==> src/rtl/sched_pkg.sv <==
// sched_pkg
// Shared definitions for the screen scheduler:
//   - VIS_* screen codes driven on the display's visua input
//   - channel index constants (comida, salud, descanso, animo)
//   - scheduler state enum
//   - helpers for the lowest-set-bit and round-robin searches
package sched_pkg;

  localparam int NUM_CH = 4;

  localparam int CH_COMIDA   = 0;
  localparam int CH_SALUD    = 1;
  localparam int CH_DESCANSO = 2;
  localparam int CH_ANIMO    = 3;

  localparam logic [3:0] VIS_IDLE  = 4'd0;
  localparam logic [3:0] VIS_NEED0 = 4'd1;
  localparam logic [3:0] VIS_NEED1 = 4'd2;
  localparam logic [3:0] VIS_NEED2 = 4'd3;
  localparam logic [3:0] VIS_NEED3 = 4'd4;
  localparam logic [3:0] VIS_ACT0  = 4'd5;
  localparam logic [3:0] VIS_ACT1  = 4'd6;
  localparam logic [3:0] VIS_ACT2  = 4'd7;
  localparam logic [3:0] VIS_ACT3  = 4'd8;
  localparam logic [3:0] VIS_TEST  = 4'd9;

  typedef enum logic [1:0] {
    S_PICK     = 2'd0,
    S_WAIT_FRM = 2'd1,
    S_DWELL    = 2'd2
  } sched_state_t;

  // Index of the lowest set bit; 0 when no bit is set (callers gate on |v).
  function automatic logic [1:0] lowest_set(input logic [3:0] v);
    lowest_set = 2'd0;
    for (int k = NUM_CH - 1; k >= 0; k--) begin
      if (v[k]) lowest_set = 2'(k);
    end
  endfunction

  // First set bit searching upward from ptr with wrap 3 -> 0.
  function automatic logic [1:0] rr_first(input logic [3:0] v, input logic [1:0] ptr);
    logic [1:0] idx;
    logic       found;
    rr_first = ptr;
    found    = 1'b0;
    for (int k = 0; k < NUM_CH; k++) begin
      idx = ptr + 2'(k);
      if (!found && v[idx]) begin
        rr_first = idx;
        found    = 1'b1;
      end
    end
  endfunction

endpackage

==> src/rtl/sched_ms_tick.sv <==
// sched_ms_tick
// Free-running millisecond prescaler. Emits a registered one-cycle pulse
// every TICKS_PER_MS clock cycles, counting from reset.
// Ports:
//   i_clk      system clock
//   i_rst      asynchronous active-low reset
//   o_ms_tick  one-cycle pulse per millisecond
module sched_ms_tick #(
  parameter int TICKS_PER_MS = 50000
) (
  input  logic i_clk,
  input  logic i_rst,
  output logic o_ms_tick
);

  localparam int CNT_W = (TICKS_PER_MS > 1) ? $clog2(TICKS_PER_MS) : 1;
  localparam logic [CNT_W-1:0] CNT_LAST = CNT_W'(TICKS_PER_MS - 1);

  logic [CNT_W-1:0] r_cnt;
  logic             r_ms_tick;

  always_ff @(posedge i_clk or negedge i_rst) begin
    if (!i_rst) begin
      r_cnt     <= '0;
      r_ms_tick <= 1'b0;
    end else if (r_cnt == CNT_LAST) begin
      r_cnt     <= '0;
      r_ms_tick <= 1'b1;
    end else begin
      r_cnt     <= r_cnt + CNT_W'(1);
      r_ms_tick <= 1'b0;
    end
  end

  assign o_ms_tick = r_ms_tick;

endmodule

==> src/rtl/screen_scheduler.sv <==
// screen_scheduler
// Shares the ILI9341 display between test mode, four active-action screens
// and four need screens. Selection is fixed priority (test > act > need > idle)
// with round-robin among need channels, a minimum dwell per screen and a
// frame-complete handshake with the display.
//
// Optional feature macro: SCHED_FRAME_TIMEOUT_EN
//   defined   -> S_WAIT_FRM gives up after FRAME_TO_MS ms, sets o_timeout_err
//   undefined -> S_WAIT_FRM waits indefinitely, o_timeout_err tied to 0
//
// Ports:
//   i_clk          system clock
//   i_rst          asynchronous active-low reset
//   i_test_mode    level, forces the test screen
//   i_act[3:0]     level, action in progress per channel
//   i_req[3:0]     level, channel requests its need screen
//   i_frame_done   one-cycle pulse, display finished a frame
//   o_visua[3:0]   screen code to the display
//   o_upd          one-cycle pulse when o_visua changes
//   o_timeout_err  sticky frame-timeout flag
//
// state      | meaning
// S_PICK     | one-cycle selection; load new screen or re-dwell on same one
// S_WAIT_FRM | new screen issued, waiting for the display to draw it
// S_DWELL    | holding the screen for HOLD_MS ms unless preempted
module screen_scheduler #(
  parameter int TICKS_PER_MS = 50000,
  parameter int HOLD_MS      = 2000,
  parameter int FRAME_TO_MS  = 100
) (
  input  logic       i_clk,
  input  logic       i_rst,
  input  logic       i_test_mode,
  input  logic [3:0] i_act,
  input  logic [3:0] i_req,
  input  logic       i_frame_done,
  output logic [3:0] o_visua,
  output logic       o_upd,
  output logic       o_timeout_err
);
  import sched_pkg::*;

  localparam logic [15:0] HOLD_LAST = 16'(HOLD_MS - 1);

  sched_state_t r_state;
  logic [3:0]   r_visua;
  logic         r_upd;
  logic [1:0]   r_rr_ptr;
  logic [15:0]  r_dwell;

  logic         w_ms_tick;
  logic [3:0]   w_act_code;
  logic [1:0]   w_need_idx;
  logic [3:0]   w_sel;
  logic         w_sel_need;
  logic         w_preempt;

  sched_ms_tick #(
    .TICKS_PER_MS (TICKS_PER_MS)
  ) u_ms_tick (
    .i_clk     (i_clk),
    .i_rst     (i_rst),
    .o_ms_tick (w_ms_tick)
  );

  always_comb begin
    w_act_code = VIS_ACT0 + {2'b00, lowest_set(i_act)};
    w_need_idx = rr_first(i_req, r_rr_ptr);
    w_sel_need = 1'b0;
    if (i_test_mode) begin
      w_sel = VIS_TEST;
    end else if (|i_act) begin
      w_sel = w_act_code;
    end else if (|i_req) begin
      w_sel      = VIS_NEED0 + {2'b00, w_need_idx};
      w_sel_need = 1'b1;
    end else begin
      w_sel = VIS_IDLE;
    end
  end

  // Only something that outranks the screen on display cuts a dwell short.
  // Lower act codes outrank higher ones; any act outranks need/idle screens.
  // Test mode while already showing the test screen lets the dwell run, so
  // dropping test mode is honoured only after the dwell completes.
  always_comb begin
    w_preempt = 1'b0;
    if (r_visua != VIS_TEST) begin
      if (i_test_mode) begin
        w_preempt = 1'b1;
      end else if ((|i_act) && ((r_visua < VIS_ACT0) || (w_act_code < r_visua))) begin
        w_preempt = 1'b1;
      end
    end
  end

`ifdef SCHED_FRAME_TIMEOUT_EN
  localparam logic [15:0] FRM_TO_LAST = 16'(FRAME_TO_MS - 1);

  logic [15:0] r_frm_cnt;
  logic        r_timeout_err;

  always_ff @(posedge i_clk or negedge i_rst) begin
    if (!i_rst) begin
      r_state       <= S_PICK;
      r_visua       <= VIS_IDLE;
      r_upd         <= 1'b0;
      r_rr_ptr      <= 2'd0;
      r_dwell       <= 16'd0;
      r_frm_cnt     <= 16'd0;
      r_timeout_err <= 1'b0;
    end else begin
      r_upd <= 1'b0;
      case (r_state)
        S_PICK: begin
          if (w_sel_need) r_rr_ptr <= w_need_idx + 2'd1;
          if (w_sel != r_visua) begin
            r_visua   <= w_sel;
            r_upd     <= 1'b1;
            r_frm_cnt <= 16'd0;
            r_state   <= S_WAIT_FRM;
          end else begin
            r_dwell <= 16'd0;
            r_state <= S_DWELL;
          end
        end
        S_WAIT_FRM: begin
          // A frame_done coincident with upd belongs to the previous screen.
          if (i_frame_done && !r_upd) begin
            r_dwell <= 16'd0;
            r_state <= S_DWELL;
          end else if (w_ms_tick) begin
            if (r_frm_cnt == FRM_TO_LAST) begin
              r_timeout_err <= 1'b1;
              r_dwell       <= 16'd0;
              r_state       <= S_DWELL;
            end else begin
              r_frm_cnt <= r_frm_cnt + 16'd1;
            end
          end
        end
        S_DWELL: begin
          if (w_preempt) begin
            r_state <= S_PICK;
          end else if (w_ms_tick) begin
            if (r_dwell == HOLD_LAST) r_state <= S_PICK;
            else                      r_dwell <= r_dwell + 16'd1;
          end
        end
        default: r_state <= S_PICK;
      endcase
    end
  end

  assign o_timeout_err = r_timeout_err;
`else
  // FRAME_TO_MS has no role when the frame timeout is compiled out.
  localparam int UNUSED_FRAME_TO_MS = FRAME_TO_MS;

  always_ff @(posedge i_clk or negedge i_rst) begin
    if (!i_rst) begin
      r_state  <= S_PICK;
      r_visua  <= VIS_IDLE;
      r_upd    <= 1'b0;
      r_rr_ptr <= 2'd0;
      r_dwell  <= 16'd0;
    end else begin
      r_upd <= 1'b0;
      case (r_state)
        S_PICK: begin
          if (w_sel_need) r_rr_ptr <= w_need_idx + 2'd1;
          if (w_sel != r_visua) begin
            r_visua <= w_sel;
            r_upd   <= 1'b1;
            r_state <= S_WAIT_FRM;
          end else begin
            r_dwell <= 16'd0;
            r_state <= S_DWELL;
          end
        end
        S_WAIT_FRM: begin
          // A frame_done coincident with upd belongs to the previous screen.
          if (i_frame_done && !r_upd) begin
            r_dwell <= 16'd0;
            r_state <= S_DWELL;
          end
        end
        S_DWELL: begin
          if (w_preempt) begin
            r_state <= S_PICK;
          end else if (w_ms_tick) begin
            if (r_dwell == HOLD_LAST) r_state <= S_PICK;
            else                      r_dwell <= r_dwell + 16'd1;
          end
        end
        default: r_state <= S_PICK;
      endcase
    end
  end

  assign o_timeout_err = 1'b0;
`endif

  assign o_visua = r_visua;
  assign o_upd   = r_upd;

endmodule
==> config.mk <==
export PLATFORM = sky130hd
export DESIGN_NAME = screen_scheduler
export DESIGN_NICKNAME = d
export VERILOG_FILES = /design/src/rtl/sched_pkg.sv /design/src/rtl/sched_ms_tick.sv /design/src/rtl/screen_scheduler.sv
export SDC_FILE = /design/constraint.sdc
export NUM_CORES = 1
export LEC_CHECK = 0
export BUFFER_PORTS_ARGS = -buffer_cell sky130_fd_sc_hd__buf_4
export CORE_MARGIN = 1
export CORE_UTILIZATION = 50
export DETAILED_ROUTE_END_ITERATION = 10
export PLACE_DENSITY = 0.67
export RECOVER_POWER = 50
export SETUP_SLACK_MARGIN = 0.2
export SLEW_MARGIN = 20
export SYNTH_ARGS = -nofsm -noshare
export SYNTH_HDL_FRONTEND = slang
export SYNTH_SLANG_ARGS = --single-unit
==> constraint.sdc <==
create_clock -name i_clk -period 4.7 [get_ports i_clk]
set_input_delay 0.47 -clock i_clk [delete_from_list [all_inputs] [get_ports i_clk]]
set_output_delay 0.47 -clock i_clk [all_outputs]
set_load 0.005 [all_outputs]
Word level (Yosys, flattened, before mapping)
Index checks and enable logic that the tools add are counted.

operators by class
  $add $sub $neg = 8
  magnitude comparators = 6
  equal/unequal tests = 13
  mux-type cells = 43
  reduce and logical (&&, ||, !) cells = 18

operator list
  cell                                                         count
  2-to-1 mux 16 bit                                            6
  case mux 16 bit (3 select lines)                             1
  adder 16 x 1 -> 16 bit (second input constant)               2
  2-to-1 mux 2 bit                                             12
  equality test 16 x 11 -> 1 bit (second input constant)       1
  equality test 16 bit (second input constant)                 1
  2-to-1 mux 1 bit                                             16
  less-than comparator 2 x 3 -> 1 bit (second input constant)  4
  binary-select mux 1 bit (select 2 bit)                       4
  2-to-1 mux 4 bit                                             2
  inequality test 2 bit (second input constant)                4
  OR reduction 4 bit                                           2
  case mux 2 bit (3 select lines)                              1
  AND reduction 6 bit                                          1
  logical AND 1 bit                                            5
  adder 2 x 1 -> 2 bit (second input constant)                 2
  adder 2 bit (second input constant)                          2
  adder 3 x 2 -> 4 bit (first input constant)                  1
  zero test 1 bit                                              4
  less-than comparator 4 x 3 -> 1 bit (second input constant)  1
  less-than comparator 4 bit                                   1
  inequality test 4 bit                                        1
  inequality test 4 bit (second input constant)                1
  AND reduction 2 bit                                          2
  11 further kinds                                             11

word-level totals
  bits in registers = 42
  output and inout bits = 6

Logic depth before layout (Yosys ltp)
  word-level depth = 19
  mapped depth = 14
  depth with buffers taken out = 12

Cells and area by module
Synthesis repeated with hierarchy kept, for this count alone.

second synthesis, totals
  cells, all modules = 278
  area, all modules = 2,557.5 µm²

modules (own cells, without submodules)
  module            instances  cells each  area each (µm²)
  screen_scheduler  1          210         1,770.4
  sched_ms_tick     1          68          787.0

Worst setup path after synthesis
OpenSTA, ideal clock, no wires.

  kind = input port to flip-flop
  start = input i_act[2]
  end = register r_dwell[0]
  library setup time = 125 ps
  arrival time = 2,562 ps
  path slack = 2,013 ps
  stages on the path = 11
  buffers on the path = 1
  path through = nand2b_1 > a21oi_1 > ha_1 > ha_1 > o21ai_0 > nand4_1 > a21o_1 > nand4_1 > clkbuf_1 > inv_1 > mux2_2

on the way
  word-level cells in the longest chain between the ends = 12
  elaborated cells on any way between the ends = 17
  those cells by class = 1 x add/sub; 1 x order compare; 3 x eq/ne; 8 x mux; 4 x reduce/logical

RTL lines
  item                               line                     text
  start, declared                    screen_scheduler.sv:34   input logic [3:0] i_act,
  2-to-1 mux 2 bit (3 in a row)      sched_pkg.sv:37          if (v[k]) lowest_set = 2'(k);
  adder 3 x 2 -> 4 bit               screen_scheduler.sv:67   w_act_code = VIS_ACT0 + {2'b00, lowest_set(i_act)};
  less-than comparator 4 bit         screen_scheduler.sv:91   end else if ((|i_act) && ((r_visua < VIS_ACT0) || (w_act_code < r_visua))) begin
  logical OR 1 bit                   screen_scheduler.sv:91
  logical AND 1 bit                  screen_scheduler.sv:91
  2-to-1 mux 1 bit                   screen_scheduler.sv:91
  2-to-1 mux 1 bit                   screen_scheduler.sv:89   if (i_test_mode) begin
  2-to-1 mux 1 bit                   screen_scheduler.sv:88   if (r_visua != VIS_TEST) begin
  inequality test 2 bit (no line)    n/a
  AND reduction 6 bit (no line) (*)  n/a
  end signal, assigned               screen_scheduler.sv:193  else r_dwell <= r_dwell + 16'd1;
  end, declared                      screen_scheduler.sv:49   logic [15:0] r_dwell;

Every way passes the cells marked *; elsewhere a longest branch is shown, timed or not.
A chain may end at the register's enable or synchronous reset.

Worst setup path after layout
  start = input i_act[2]
  end = register r_dwell[15]

Same word-level chain as after synthesis.

==> impl_results.md <==
* Slack of the worst reg-to-reg path at 2.14 ns
* Achievable Freq at 347 MHz
* WL/cell at 13.4 um
* Chip width at 73.1 um
* FF-to-FF End: r_dwell[2]
* Slew Limit Fails at 43
* CTS Hold Bufs at 0
* Layout cells sized above 1 at 0.110
* Yosys cell types at 47
* Num rows at 25
* Clock root cell: clkbuf_8
* Hold endpoint: u_ms_tick.r_cnt[0]
* Setup-failing EPs final at 0
* Synth-to-Final Area Change at 9.31%
* Power Dens Cells at 370 nW/um^2
* IO Count at 18
* Worst reg-to-reg path cell count at 12
* Critical-path maximum fanout at 15
* CP peak stage delay at 0.51 ns
* Slowest CP cell: nand4_1
* Final TNS setup at 0 ns
* Top cells by area, synth: dfrtp_1 42%, nand3_1 5.3%, a21o_1 4.8%
* Worst path cell trace: buf_4, nand2b_1, a21oi_1, ha_1, xor2_1, a31oi_1, a21oi_1, a21o_1, nand4_1, o31ai_1, a21o_1
* Clock-pin slew on the worst setup and hold paths at 0.08 ns
* Residual DRC at 0
* Area of the multi-input gates at 1380 um^2
* CTS tree: yes
* Critical path depth at 11
* MaxCap Viol Count at 1
* Setup CP Type: input port to flop
* Die footprint at 5340 um^2
* Worst setup margin at 1.82 ns
* Hold Vio Cnt, Final at 0
* Final net count at 308
* Layout Skew at 0.00393 ns
* CTS resizes at 0
* H-tree level count at 2
* Failing checks: max-capacitance violations, max-slew violations
* Crit path DAT at 3.11 ns
* Fin crit share at 0.613
* Worst Hold Class: flop to flop
* Syn nets at 296
* Critical path endpoint category: flop
* Hold path start: u_ms_tick.r_cnt[0]
* Leakage Power at 1.31 nW
* Register area at 1050 um^2
* EDFF count, synth at 0
* Worst-Margin Slew at 2.15 ns
* DP HPWL at 3.45 mm
* Via density at 5.81
* R2R Path Start: r_rr_ptr[1]
* VDD IR-drop max at 0.186 mV
* Share of flip-flops with an asynchronous set or reset at 1.00
* Warnings from Yosys at 0
* Post-route cell area at 2760 um^2
* Clock latency on the worst-skew pair at 0.29 ns
* Initial Utilization at 0.528
* Core area at 4790 um^2
* Crit-path leading delay family: compound AO/OA/AOI/OAI gates
* Post-route ant nets at 0
* # fillers at 446
* # Post-CTS Setup Buffers at 0
* Worst relative slew slack at -0.436
* Placed Cells at 350
* RSZ-0062 raised after global routing: false
* Yosys reg bits at 42
* Ant diodes at 0
* Minimum clock period at 2.88 ns
* Placed instance area at 2680 um^2
* Gpl congestion at 0.854
* Post-synthesis cell area at 2530 um^2
* Status: finished with violations
* Syn avg cell area at 9.09 um^2
* Synth area leader: dfrtp_1
* Syn Inst Count at 278
* Post-synth top area share at 0.416
* Port Buffers at 16
* Initial drt markers at 195
* Buf/Inv on CP at 1
* Hold Path Depth at 1
* Via count at 2079
* Final std cells w/o fill at 358
* Largest net degree at the start of global routing at 43
* Dpl ws at 1.56 ns
* Clock tree sinks at 42
* GRT overflow at 0
* Drt total wl at 4.81 mm
* Worst EP required at 4.93 ns
* Die height at 73.1 um
* GRT Util Overall at 0.204
* Vias in the first global route at 1904
* Drt first pass iters at 4
* Register area share after synthesis at 0.416
* Ys flop type: dfrtp_1
* Global-route wire length before repair at 8.49 mm
* Clock Tree Buf Depth at 2
* TritonCTS Buffers at 5
* Antenna violations before repair at 0
* Crit path launch type: input port
==> report_power, final <==
group	internal [W]	switching, W	total [W]	leakage [nW]
clock	0.000119	0.000119	0.000237	0.0482
sequential	0.000399	0.0000580	0.000457	0.558
combinational	0.000137	0.000190	0.000327	0.703
total	0.000655	0.000367	0.00102	1.31
==> area by class of cell <==
class	instances	share of cell area
Inverter	10	0.0136
Multi-Input combinational cell	214	0.498
Sequential cell	42	0.380
Timing Repair Buffer	17	0.0448
Clock inverter	1	0.00181
Tap cell	67	0.0303
Clock buffer	7	0.0312
==> cell families (layout without fill, tap and decap cells) <==
logic type,Yosys count,after routing,synth area share
XOR/XNOR,14,14,0.0485
flip-flops,42,42,0.416
multiplexers,3,3,0.0129
adder cells (fa/ha/maj),6,6,0.0297
AO/OA/AOI/OAI,70,70,0.201
other,1,1,0.00148
AND/OR/NAND/NOR,120,120,0.251
buffers and inverters,22,35,0.0401
==> worst max-delay path by stage <==
stage / to / slack [ns] / from
finish: r_dwell[15] / 1.82 / i_act[2]
global route: r_dwell[15] / 1.56 / i_act[2]
CTS: r_dwell[15] / 1.87 / i_act[2]
detailed placement: r_dwell[15] / 1.56 / i_act[2]
global placement: r_dwell[8] / 1.57 / i_act[2]
floorplan: r_dwell[0] / 2.01 / i_act[2]
==> cells in the mapped netlist (2+ instances only) <==
library cell / n
a21o_1: 16
xnor2_1: 7
clkbuf_1: 9
nor4_1: 6
xor2_1: 7
ha_1: 6
o211ai_1: 2
a21oi_1: 6
o31ai_1: 12
inv_1: 10
and3b_1: 2
nand2_1: 22
and2_1: 2
nor2b_1: 7
o41ai_1: 3
dfrtp_1: 42
o22ai_1: 4
nand2b_1: 3
nand3_1: 27
mux2_2: 2
nor3_1: 6
nand4_1: 7
or2_2: 3
and3_1: 9
o21ai_0: 12
nor2_1: 21
buf_6: 2
a31oi_1: 4
==> registers in the layout, summed over array words and instances (netlist names) <==
register / count
r_dwell: 16
u_ms_tick.r_cnt: 16
o_visua: 4
r_rr_ptr: 2
r_state: 2
o_upd: 1
u_ms_tick.o_ms_tick: 1
==> routing by layer <==
metal | global-route usage | up-vias | wire (um)
met5 | 0 | - | 0
met4 | 0.0784 | 0 | 75
met3 | 0.0387 | 8 | 223
met2 | 0.305 | 49 | 2060
met1 | 0.292 | 982 | 2450
li1 | - | 1040 | -
==> cells in the final DEF, fill, tap and decap left out, types with 7 or more instances in the layout <==
cell / synthesis / final
nor2b_1: 7 / 7
o21ai_0: 12 / 12
and3_1: 9 / 9
buf_4: 1 / 16
nand3_1: 27 / 27
dfrtp_1: 42 / 42
nand2_1: 22 / 22
inv_1: 10 / 10
nor2_1: 21 / 21
a21o_1: 16 / 16
xnor2_1: 7 / 7
o31ai_1: 12 / 12
nand4_1: 7 / 7
xor2_1: 7 / 7
==> stage by stage <==
step / total power, W / util / hold slack, ns
2_1_floorplan: 0.000692 / - / 0.174
3_3_place_gp: 0.000786 / 0.559 / 0.441
3_5_place_dp: 0.000793 / 0.559 / 0.445
4_1_cts: 0.00104 / 0.578 / 0.163
5_1_grt: 0.00109 / 0.577 / 0.473
6_report: 0.00102 / 0.577 / 0.454
==> worst reg2reg max path: stages (launching register included) <==
cell      delay (ns)
dfrtp_1         0.44
nor2b_1         0.07
o21ai_0         0.15
o21a_1          0.13
o21ai_0         0.07
ha_1            0.31
o41ai_1         0.10
nor2_1          0.10
a21oi_1         0.15
o22ai_1         0.12
a211oi_4        0.27
o22ai_4         0.21
a211o_1         0.33
Power figures use the tool's default switching activity.
